<file path="src/rtl/fetch_stage.sv">
// fetch_stage: MIPS IF stage; owns the PC, issues imem requests and drives IF/ID.
// Ports: clk, rst_n (sync, active-low); pcwrite/IFwrite stall, IFflush + branch_target redirect;
// imem_req/imem_addr/imem_rdata/imem_ready multi-cycle memory handshake;
// IF_ID_instr/IF_ID_pc4/IF_ID_valid pipeline register.
// FETCH_PERF_CNT_EN adds perf_stall_cycles and perf_flush_count (saturating counters).
module fetch_stage #(
  parameter logic [31:0] RESET_PC = 32'h0000_0000
) (
  input  logic        clk,
  input  logic        rst_n,
  input  logic        pcwrite,
  input  logic        IFwrite,
  input  logic        IFflush,
  input  logic [31:0] branch_target,
  output logic        imem_req,
  output logic [31:0] imem_addr,
  input  logic [31:0] imem_rdata,
  input  logic        imem_ready,
  output logic [31:0] IF_ID_instr,
  output logic [31:0] IF_ID_pc4,
  output logic        IF_ID_valid
`ifdef FETCH_PERF_CNT_EN
  ,
  output logic [31:0] perf_stall_cycles,
  output logic [31:0] perf_flush_count
`endif
);
  typedef enum logic [1:0] {FETCH, HOLD, DISCARD} state_t;
  state_t state, state_n;
  logic [31:0] pc, pc_n, pc4, redirect_pc, redirect_n, hold_instr, hold_n;
  logic advance, bubble, load;
  assign advance = pcwrite & IFwrite;
  assign pc4 = pc + 32'd4;
  assign imem_addr = pc;
  assign imem_req = rst_n & (state != HOLD);
  always_comb begin
    state_n = state;
    pc_n = pc;
    redirect_n = redirect_pc;
    hold_n = hold_instr;
    bubble = 1'b0;
    load = 1'b0;
    case (state)
      FETCH: begin
        if (imem_ready) begin
          if (IFflush) begin
            bubble = 1'b1;
            pc_n = branch_target;
          end else if (advance) begin
            load = 1'b1;
            pc_n = pc4;
          end else begin
            hold_n = imem_rdata;
            state_n = HOLD;
          end
        end else if (IFflush) begin
          bubble = 1'b1;
          redirect_n = branch_target;
          state_n = DISCARD;
        end else begin
          bubble = IFwrite;
        end
      end
      HOLD: begin
        if (IFflush) begin
          bubble = 1'b1;
          pc_n = branch_target;
          hold_n = '0;
          state_n = FETCH;
        end else if (advance) begin
          load = 1'b1;
          pc_n = pc4;
          state_n = FETCH;
        end
      end
      DISCARD: begin
        bubble = 1'b1;
        redirect_n = IFflush ? branch_target : redirect_pc;
        if (imem_ready) begin
          pc_n = IFflush ? branch_target : redirect_pc;
          state_n = FETCH;
        end
      end
      default: state_n = FETCH;
    endcase
  end
  always_ff @(posedge clk) begin
    if (!rst_n) begin
      state <= FETCH;
      pc <= RESET_PC;
      redirect_pc <= '0;
      hold_instr <= '0;
      IF_ID_instr <= '0;
      IF_ID_pc4 <= '0;
      IF_ID_valid <= 1'b0;
    end else begin
      state <= state_n;
      pc <= pc_n;
      redirect_pc <= redirect_n;
      hold_instr <= hold_n;
      IF_ID_instr <= bubble ? '0 : load ? (state == HOLD ? hold_instr : imem_rdata) : IF_ID_instr;
      IF_ID_pc4 <= bubble ? '0 : load ? pc4 : IF_ID_pc4;
      IF_ID_valid <= bubble ? 1'b0 : load ? 1'b1 : IF_ID_valid;
    end
  end
`ifdef FETCH_PERF_CNT_EN
  always_ff @(posedge clk) begin
    if (!rst_n) begin
      perf_stall_cycles <= '0;
      perf_flush_count <= '0;
    end else begin
      if (!advance && !IFflush && perf_stall_cycles != '1) perf_stall_cycles <= perf_stall_cycles + 32'd1;
      if (IFflush && perf_flush_count != '1) perf_flush_count <= perf_flush_count + 32'd1;
    end
  end
`endif
endmodule

</file>
<file path="config.mk">
export PLATFORM = sky130hd
export DESIGN_NAME = fetch_stage
export DESIGN_NICKNAME = d
export VERILOG_FILES = /design/src/rtl/fetch_stage.sv
export SDC_FILE = /design/constraint.sdc
export NUM_CORES = 1
export LEC_CHECK = 0
export ABC_CLOCK_PERIOD_IN_PS = 2500
export CAP_MARGIN = 10
export CORE_ASPECT_RATIO = 0.8
export CORE_MARGIN = 5
export CORE_UTILIZATION = 65
export CTS_BUF_LIST = sky130_fd_sc_hd__clkbuf_4
export DETAILED_ROUTE_END_ITERATION = 8
export DONT_BUFFER_PORTS = 1
export PLACE_DENSITY = 0.77
export SYNTH_ARGS = -nofsm -noshare
export SYNTH_HDL_FRONTEND = slang
export SYNTH_SLANG_ARGS = --single-unit
</file>
<file path="constraint.sdc">
create_clock -name clk -period 2.5 [get_ports clk]
set_input_delay 0.5 -clock clk [delete_from_list [all_inputs] [get_ports clk]]
set_output_delay 0.5 -clock clk [all_outputs]
set_load 0.01 [all_outputs]
</file>
* Yosys cells after proc, flatten, opt, wreduce, memory -nomap -nowiden
Index checks and enable logic that the tools add are counted.
Word-level totals: register bits after elaboration 163, input bits 70, output and inout port bits 98, word-level logic and storage cells 63
Operators by class: add/subtract/negate cells 1, eq/ne operators 13, mux-type cells 30, bitwise gates (word level) 3, reduce and logical (&&, ||, !) cells 9
Operators with widths (number):
- 2-to-1 mux 32 bit | 11
- one-hot mux 32 bit (2 select lines) | 2
- one-hot mux 32 bit (3 select lines) | 1
- adder 32 x 3 -> 32 bit, second input constant | 1
- 2-to-1 mux 2 bit | 7
- inequality test 2 bit, second input constant | 6
- inequality test 3 bit, second input constant | 4
- AND reduction 5 bit | 2
- 2-to-1 mux 1 bit | 6
- one-hot mux 2 bit (3 select lines) | 1
- nonzero test 2 bit | 2
- one-hot mux 1 bit (3 select lines) | 1
- AND reduction 3 bit | 1
- nonzero test 3 bit | 1
- bitwise AND 1 bit | 2
- equality test 2 x 1 -> 1 bit, second input constant | 1
- equality test 2 bit, second input constant | 1
- logical NOT 2 bit | 1
- inequality test 2 x 1 -> 1 bit, second input constant | 1
- one-hot mux 1 bit (2 select lines) | 1
- AND reduction 2 bit | 1
- OR reduction 2 bit | 1
- NOT 1 bit | 1

* Depth between registers and ports, before layout
Gate-level depths: netlist of run 1.
depth in word-level cells 5, depth in mapped cells 7, depth with buffers taken out 6

* Worst setup path before layout of run 1
No wires, ideal clock.
kind input to register, start point input port IFflush, end point register pc[26] (netlist: imem_addr[26]), library setup time 0.074 ns, arrival time 1.973 ns, required time 2.426 ns, setup slack 0.453 ns, cell stages on the path 6, buffers on the path 3, cell sequence buf_2 > or4_1 > clkbuf_1 > clkbuf_1 > o32a_1 > a31oi_1
Between the ends: cells in the longest elaborated chain, start to end 3, elaborated cells on any way between the ends 5, classes of those cells mux: 5
Ends and longest elaborated chain:
- start, declared | RTL line 13 | input logic IFflush,
- 2-to-1 mux 32 bit, on equally long branches
- 2-to-1 mux 32 bit, on equally long branches | RTL line 79, 45
- one-hot mux 32 bit (3 select lines) (*) | RTL line 43 | case (state)
- end signal, assigned | RTL line 98 | pc <= pc_n;
- end, declared | RTL line 30 | logic [31:0] pc, pc_n, pc4, redirect_pc, redirect_n, hold_instr, hold_n;
Mark *: on every way between the ends. The rest lies on a longest branch, timed or not. The select of a mux whose other input is x is not followed. A chain may end at the register's enable or synchronous reset.

* Worst setup path after layout of run 1
start point register state[0], end point register IF_ID_instr[27]
Between the ends: cells in the longest elaborated chain, start to end 3, elaborated cells on any way between the ends 7, classes of those cells eq/ne: 2; mux: 3; reduce/logical: 2
Ends and longest elaborated chain:
- start, declared | RTL line 29 | state_t state, state_n;
- start signal, assigned | RTL line 97 | state <= state_n;
- equality test 2 bit (tied with other cells) | RTL line 43
- one-hot mux 1 bit (3 select lines) | RTL line 43
- OR reduction 2 bit (no source line)
- end signal, assigned | RTL line 101 | IF_ID_instr <= bubble ? '0 : load ? (state == HOLD ? hold_instr : imem_rdata) : IF_ID_instr;
- end, declared | RTL line 19 | output logic [31:0] IF_ID_instr,
Parallel ways exist; a longest one is shown, timed or not.

==> metrics.yaml, run 1 <==
power_and_ir_drop:
  leakagePower_nw: 2.72
  power.density_mw_per_mm2: 616
  ir_worst_vdd_uv: 426
routing:
  via_per_inst: 6.37
  routed_wl_um: 21600
  wl_per_cell_um: 20.5
  vias: 6712
  ant_nets: 0
  first_pass_iters: 7
  drt-initial-drc-count: 672
  drcViolationCount: 0
grt:
  antenna_found_initial: 0
  grt_usage_pct: 31.2
  grt_pass1_wl_um: 33800
  grt.overflow.total: 0
  grt_max_degree: 93
  grt_pass1_vias: 6173
placement:
  place_congestion: 0.953
  dp_hpwl_um: 15400
  pre_cts_slack_ps: 250
  io_buffers: 0
  placed_area_mm2: 0.00770
synthesis:
  syn-num-nets: 972
  yosysMostFrequentCell: "dfxtp_1"
  synth_area_leaders: "dfxtp_1, nor2_1, a211oi_1"
  synth.top_cell.area_share_pct: 43.7
  netlist_instances: 901
  synth-edff-count: 0
  yosysTopAreaCell: "dfxtp_1"
  synth_area_mm2: 0.00747
  synth_flop_cell: "dfxtp_1"
  syn_area_per_cell_um2: 8.29
  synthDistinctLibCells: 58
  ys_async_sr_fraction_pct: 0
  synth.top_cells.by_count: "dfxtp_1, nor2_1, nand2_1, a21oi_1, clkbuf_1"
  synth_seq_cells: 163
  ys_seq_area_share_pct: 43.7
  ys_warn_count: 0
final_layout:
  nets: 963
  fillers: 940
  finalInstanceArea_mm2: 0.00805
  antenna_cells: 0
  syn_to_final_growth_pct: 7.75
  layout-drive-gt1-share_pct: 10.4
critical_path:
  crit_buf_inv: 1
  crit_slowest_cell: "or4_2"
  worstSetupPathDepth: 5
  end_kind: "register"
  worstPathRequired_ps: 2960
  cp.arrival_ps: 2710
  crit_path_cell_trace: "nor2_1 > or4_2 > buf_4 > a211oi_1 > nor3_1"
  crit_type: "reg2reg"
  reg2reg_depth: 5
  start_kind: "register"
  slowest_delay_ps: 770
  crit_family: "simple AND/OR/NAND/NOR gates"
  crit_path_max_fanout: 33
floorplan:
  fp.dieH_um: 106
  die-area_mm2: 0.0138
  core-area_mm2: 0.0114
  io_pins: 168
  fp-row-count: 35
  die_width_um: 130
  initial_core_util_pct: 65.6
clock_tree:
  cts_setup_buffers: 0
  numCtsBuffers: 17
  clock-root-buffer: "clkbuf_4"
  cts_max_path_buffers: 2
  cts-resized-gates: 0
  holdBufCountCts: 2
  insertion_delay_ps: 580
  clkTransAtPathRegs_ps: 150
  cts_tree: "yes"
  cts_sinks: 163
  htree_levels: 4
timing:
  hold_viol_final: 0
  worstMarginPinSlew_ps: 656
  final.setup.tns_ps: 0
  report.final.slew_viol_count: 0
  finalSetupViolCount: 0
  finalClockSkew_ps: 24.6
  timing.final.crit_share_pct: 89.8
  rsz0062_at_grt: "no"
  fin_ws_ps: 254
  finalWorstPathRequiredPeriod_ps: 2250
  slew_headroom_pct: 56.1
  fmax_mhz: 445
min_path:
  holdPathStages: 2
  hp-class: "in2reg"
outcome:
  status: "completed"
flow_run:
  maxCapViolations: 0
-- report_power, final --
| group | internal, mW | switching (mW) |
|---|---|---|
| Sequential | 2.71 | 0.132 |
| Combinational | 0.263 | 0.405 |
| Clock | 0.432 | 1.02 |
| Total | 3.41 | 1.56 |
-- metal layers --
metal  GRT usage, %  up-vias  share of wire (%)
met5              0        -                  0
met4           7.86        0                1.6
met3           11.7       31                 12
met2           43.7      322                 42
met1           45.1     3151                 44
li1               -     3208                  -
-- cells by family (layout without fill, tap and decap cells) --
family	Yosys count	in the layout	synth area share, %
buf+inv	90	94	5.38
fa+ha+maj	1	1	0.167
compound gates	210	210	19.1
simple gates	379	379	24.4
xor+xnor	25	25	2.93
flops	163	163	43.7
mux	33	33	4.42
-- stage by stage --
stage	cells	utilization, %	hold WS, ps	power [mW]
global placement	1012	67.7	438	3.51
CTS	1046	70.1	6.70	4.95
floorplan	901	-	432	3.35
detailed placement	1012	67.7	445	3.54
global route	1053	70.7	3.80	5.19
finish	1053	70.7	29.9	4.96
-- cell usage in the layout, fill, tap and decap left out, types with 19 or more instances in the layout --
cell type	synthesis	final
a211oi_1	57	57
a21oi_1	63	62
and2_1	33	33
buf_4	5	40
dfxtp_1	163	163
mux2i_1	33	33
nand2_1	97	97
nand3_1	26	26
nand4_1	21	21
nor2_1	118	118
nor3_1	44	44
xor2_1	19	19
-- flip-flops by register name (all words and copies together), names as in the netlist --
| signal | count |
|---|---|
| IF_ID_pc4 | 32 |
| IF_ID_instr | 32 |
| imem_addr | 32 |
| state | 2 |
| hold_instr | 32 |
| redirect_pc | 32 |
| IF_ID_valid | 1 |
-- path summary, 6_finish.rpt --
kind	startpoint	to	slack [ps]
setup / recovery	state[0]	IF_ID_instr[27]	250
hold / removal	rst_n	state[0]	30
setup reg to reg	state[0]	IF_ID_instr[27]	250
hold reg to reg	redirect_pc[23]	redirect_pc[23]	460
-- layout make-up --
| class | count | area (µm²) | area share (%) |
|---|---|---|---|
| clock buffer | 18 | 135 | 1.68 |
| clock inverter | 14 | 123 | 1.52 |
| inverter | 10 | 37.5 | 0.466 |
| multi-input combinational | 648 | 3860 | 47.9 |
| sequential | 163 | 3260 | 40.5 |
| tap | 148 | 185 | 2.30 |
| timing repair buffer | 52 | 450 | 5.59 |
Note: power is estimated with default switching activity, not from simulation.
==> run 2: changes to the inputs <==
- CORE_MARGIN: 5 -> not set
==> metrics.yaml, run 2 (synthesis gave the netlist of run 1 again) <==
critical_path:
  crit_path_max_fanout: 15  # -55%
  crit_slowest_cell: "dfxtp_1"
  crit_path_cell_trace: "buf_4 > nor2b_2 > buf_4 > nor2_1"
  cp.arrival_ps: 1800  # -910 ps
  worstPathRequired_ps: 2000  # -960 ps
  crit_type: "reg2out"
  slowest_delay_ps: 530  # -240 ps
  crit_top_cell: "buf_4"
  start_kind: "register"
  end_kind: "output port"
floorplan:
  io_pins: 168  # unchanged
  die-area_mm2: 0.0119  # -13%
  fp-row-count: 34  # -2.9%
  initial_core_util_pct: 67.8  # +2.2 points
  fp.dieH_um: 97.9  # -7.6%
  die_width_um: 122  # -6.2%
  core-area_mm2: 0.0110  # -3.2%
outcome:
  status: "completed"
grt:
  antenna_found_initial: 0  # unchanged
  grt_pass1_wl_um: 33300  # -1.6%
  grt_pass1_vias: 6356  # +3.0%
  grt_usage_pct: 36.0  # +4.8 points
  grt_max_degree: 68  # -27%
  grt.overflow.total: 0  # unchanged
min_path:
  hp-class: "in2reg"
timing:
  timing.final.crit_share_pct: 91.8  # +2.0 points
  final.setup.tns_ps: 0  # unchanged
  fmax_mhz: 436  # -2.2%
  worstMarginPinSlew_ps: 741  # +85.6 ps
  fin_ws_ps: 204  # -49.7 ps
  rsz0062_at_grt: "no"
  report.final.slew_viol_count: 0  # unchanged
  finalWorstPathRequiredPeriod_ps: 2300  # +49.7 ps
  hold_viol_final: 0  # unchanged
  finalClockSkew_ps: 27.0  # +2.47 ps
  finalSetupViolCount: 0  # unchanged
  slew_headroom_pct: 50.4  # -5.7 points
routing:
  via_per_inst: 6.47  # +1.5%
  drt-initial-drc-count: 685  # +1.9%
  routed_wl_um: 21000  # -2.9%
  ant_nets: 0  # unchanged
  drcViolationCount: 0  # unchanged
  first_pass_iters: 5  # -2
  vias: 6739  # +0.40%
  wl_per_cell_um: 20.1  # -1.9%
placement:
  io_buffers: 0  # unchanged
  pre_cts_slack_ps: 274  # +23.9 ps
  place_inst: 1009  # -0.30%
  dp_hpwl_um: 14900  # -3.2%
  placed_area_mm2: 0.00770  # about the same
  place_congestion: 0.915  # -4.0%
final_layout:
  final_common_cell: "dfxtp_1"
  syn_to_final_growth_pct: 6.82
  nets: 957  # -0.62%
  postLayoutCoreUtil_pct: 72.4  # +1.7 points
  finalInstanceArea_mm2: 0.00798  # -0.87%
  layout_common_cells: "dfxtp_1, nor2_1, nand2_1"
  antenna_cells: 0  # unchanged
  final_cells: 1042  # -1.0%
  fillers: 863  # -8.2%
  layout-drive-gt1-share_pct: 10.2  # -0.14 points
clock_tree:
  clock-root-buffer: "clkbuf_4"
  cts_tree: "yes"
  cts_max_path_buffers: 2  # unchanged
  insertion_delay_ps: 560  # -20 ps
  numCtsBuffers: 17  # unchanged
  clkTransAtPathRegs_ps: 150  # about the same
  cts_sinks: 163  # unchanged
  htree_levels: 4  # unchanged
flow_run:
  maxCapViolations: 0  # unchanged
power_and_ir_drop:
  power.density_mw_per_mm2: 624  # +1.2%
  ir_worst_vdd_uv: 413  # -3.2%
  leakagePower_nw: 2.68  # -1.4%
run 2: worst paths after layout:
kind,from,endpoint,slack [ps],cells after the start
hold / removal,branch_target[3],redirect_pc[3],50,2
setup / recovery,state[1],imem_req,200,4
setup reg to reg,state[1],IF_ID_instr[13],280,5
hold reg to reg,redirect_pc[14],redirect_pc[14],460,2
run 2: where the power goes:
group	internal (mW)	total, mW	switching (mW)	leakage (nW)
registers	2.71	2.84	0.133	1.33
logic	0.257	0.663	0.407	1.24
clock network	0.497	1.47	0.972	0.121
total	3.47	4.98	1.51	2.68
run 2: through the flow:
stage	power, mW	hold WS [ps]
after detailed placement	3.54	448
after CTS	4.97	9.79
final	4.98	53.4
after global routing	5.18	0.243
after floorplan	3.35	432
after global placement	3.51	439
run 2: metal layers:
| layer | up-vias | share of wire, % | GRT usage (%) |
|---|---|---|---|
| met1 | 3163 | 44 | 49.7 |
| met2 | 354 | 43 | 52.8 |
| met3 | 26 | 12 | 13.9 |
| met5 | - | 0 | 0 |
| met4 | 0 | 1.2 | 8.36 |
| li1 | 3196 | - | - |
run 2: timing repair:
action / 4_1_cts / 5_1_grt
hold endpoints to repair: 0 / 2
hold buffers: 0 / 2
setup buffers: 0 / 0
gates resized for setup: 0 / 0
run 2: worst max-delay path: cells and delay by family, from the launching register on:
family | cells | cell delay [ps]
buf+inv | 2 | 430
simple gates | 2 | 300
flops | 1 | 530
run 2: area by class of cell:
class | instances | area, µm² | area share, %
timing repair buffer | 46 | 388 | 4.86
clock buffer | 17 | 128 | 1.60
multi-input combinational | 648 | 3860 | 48.3
tap | 144 | 180 | 2.26
clock inverter | 14 | 129 | 1.61
sequential | 163 | 3260 | 40.9
inverter | 10 | 37.5 | 0.470
==> run 3: changes to the inputs <==
- SKIP_LAST_GASP: not set -> 1
==> results of run 3 <==
The final DEF is identical to that of run 2; final timing and power are the same.
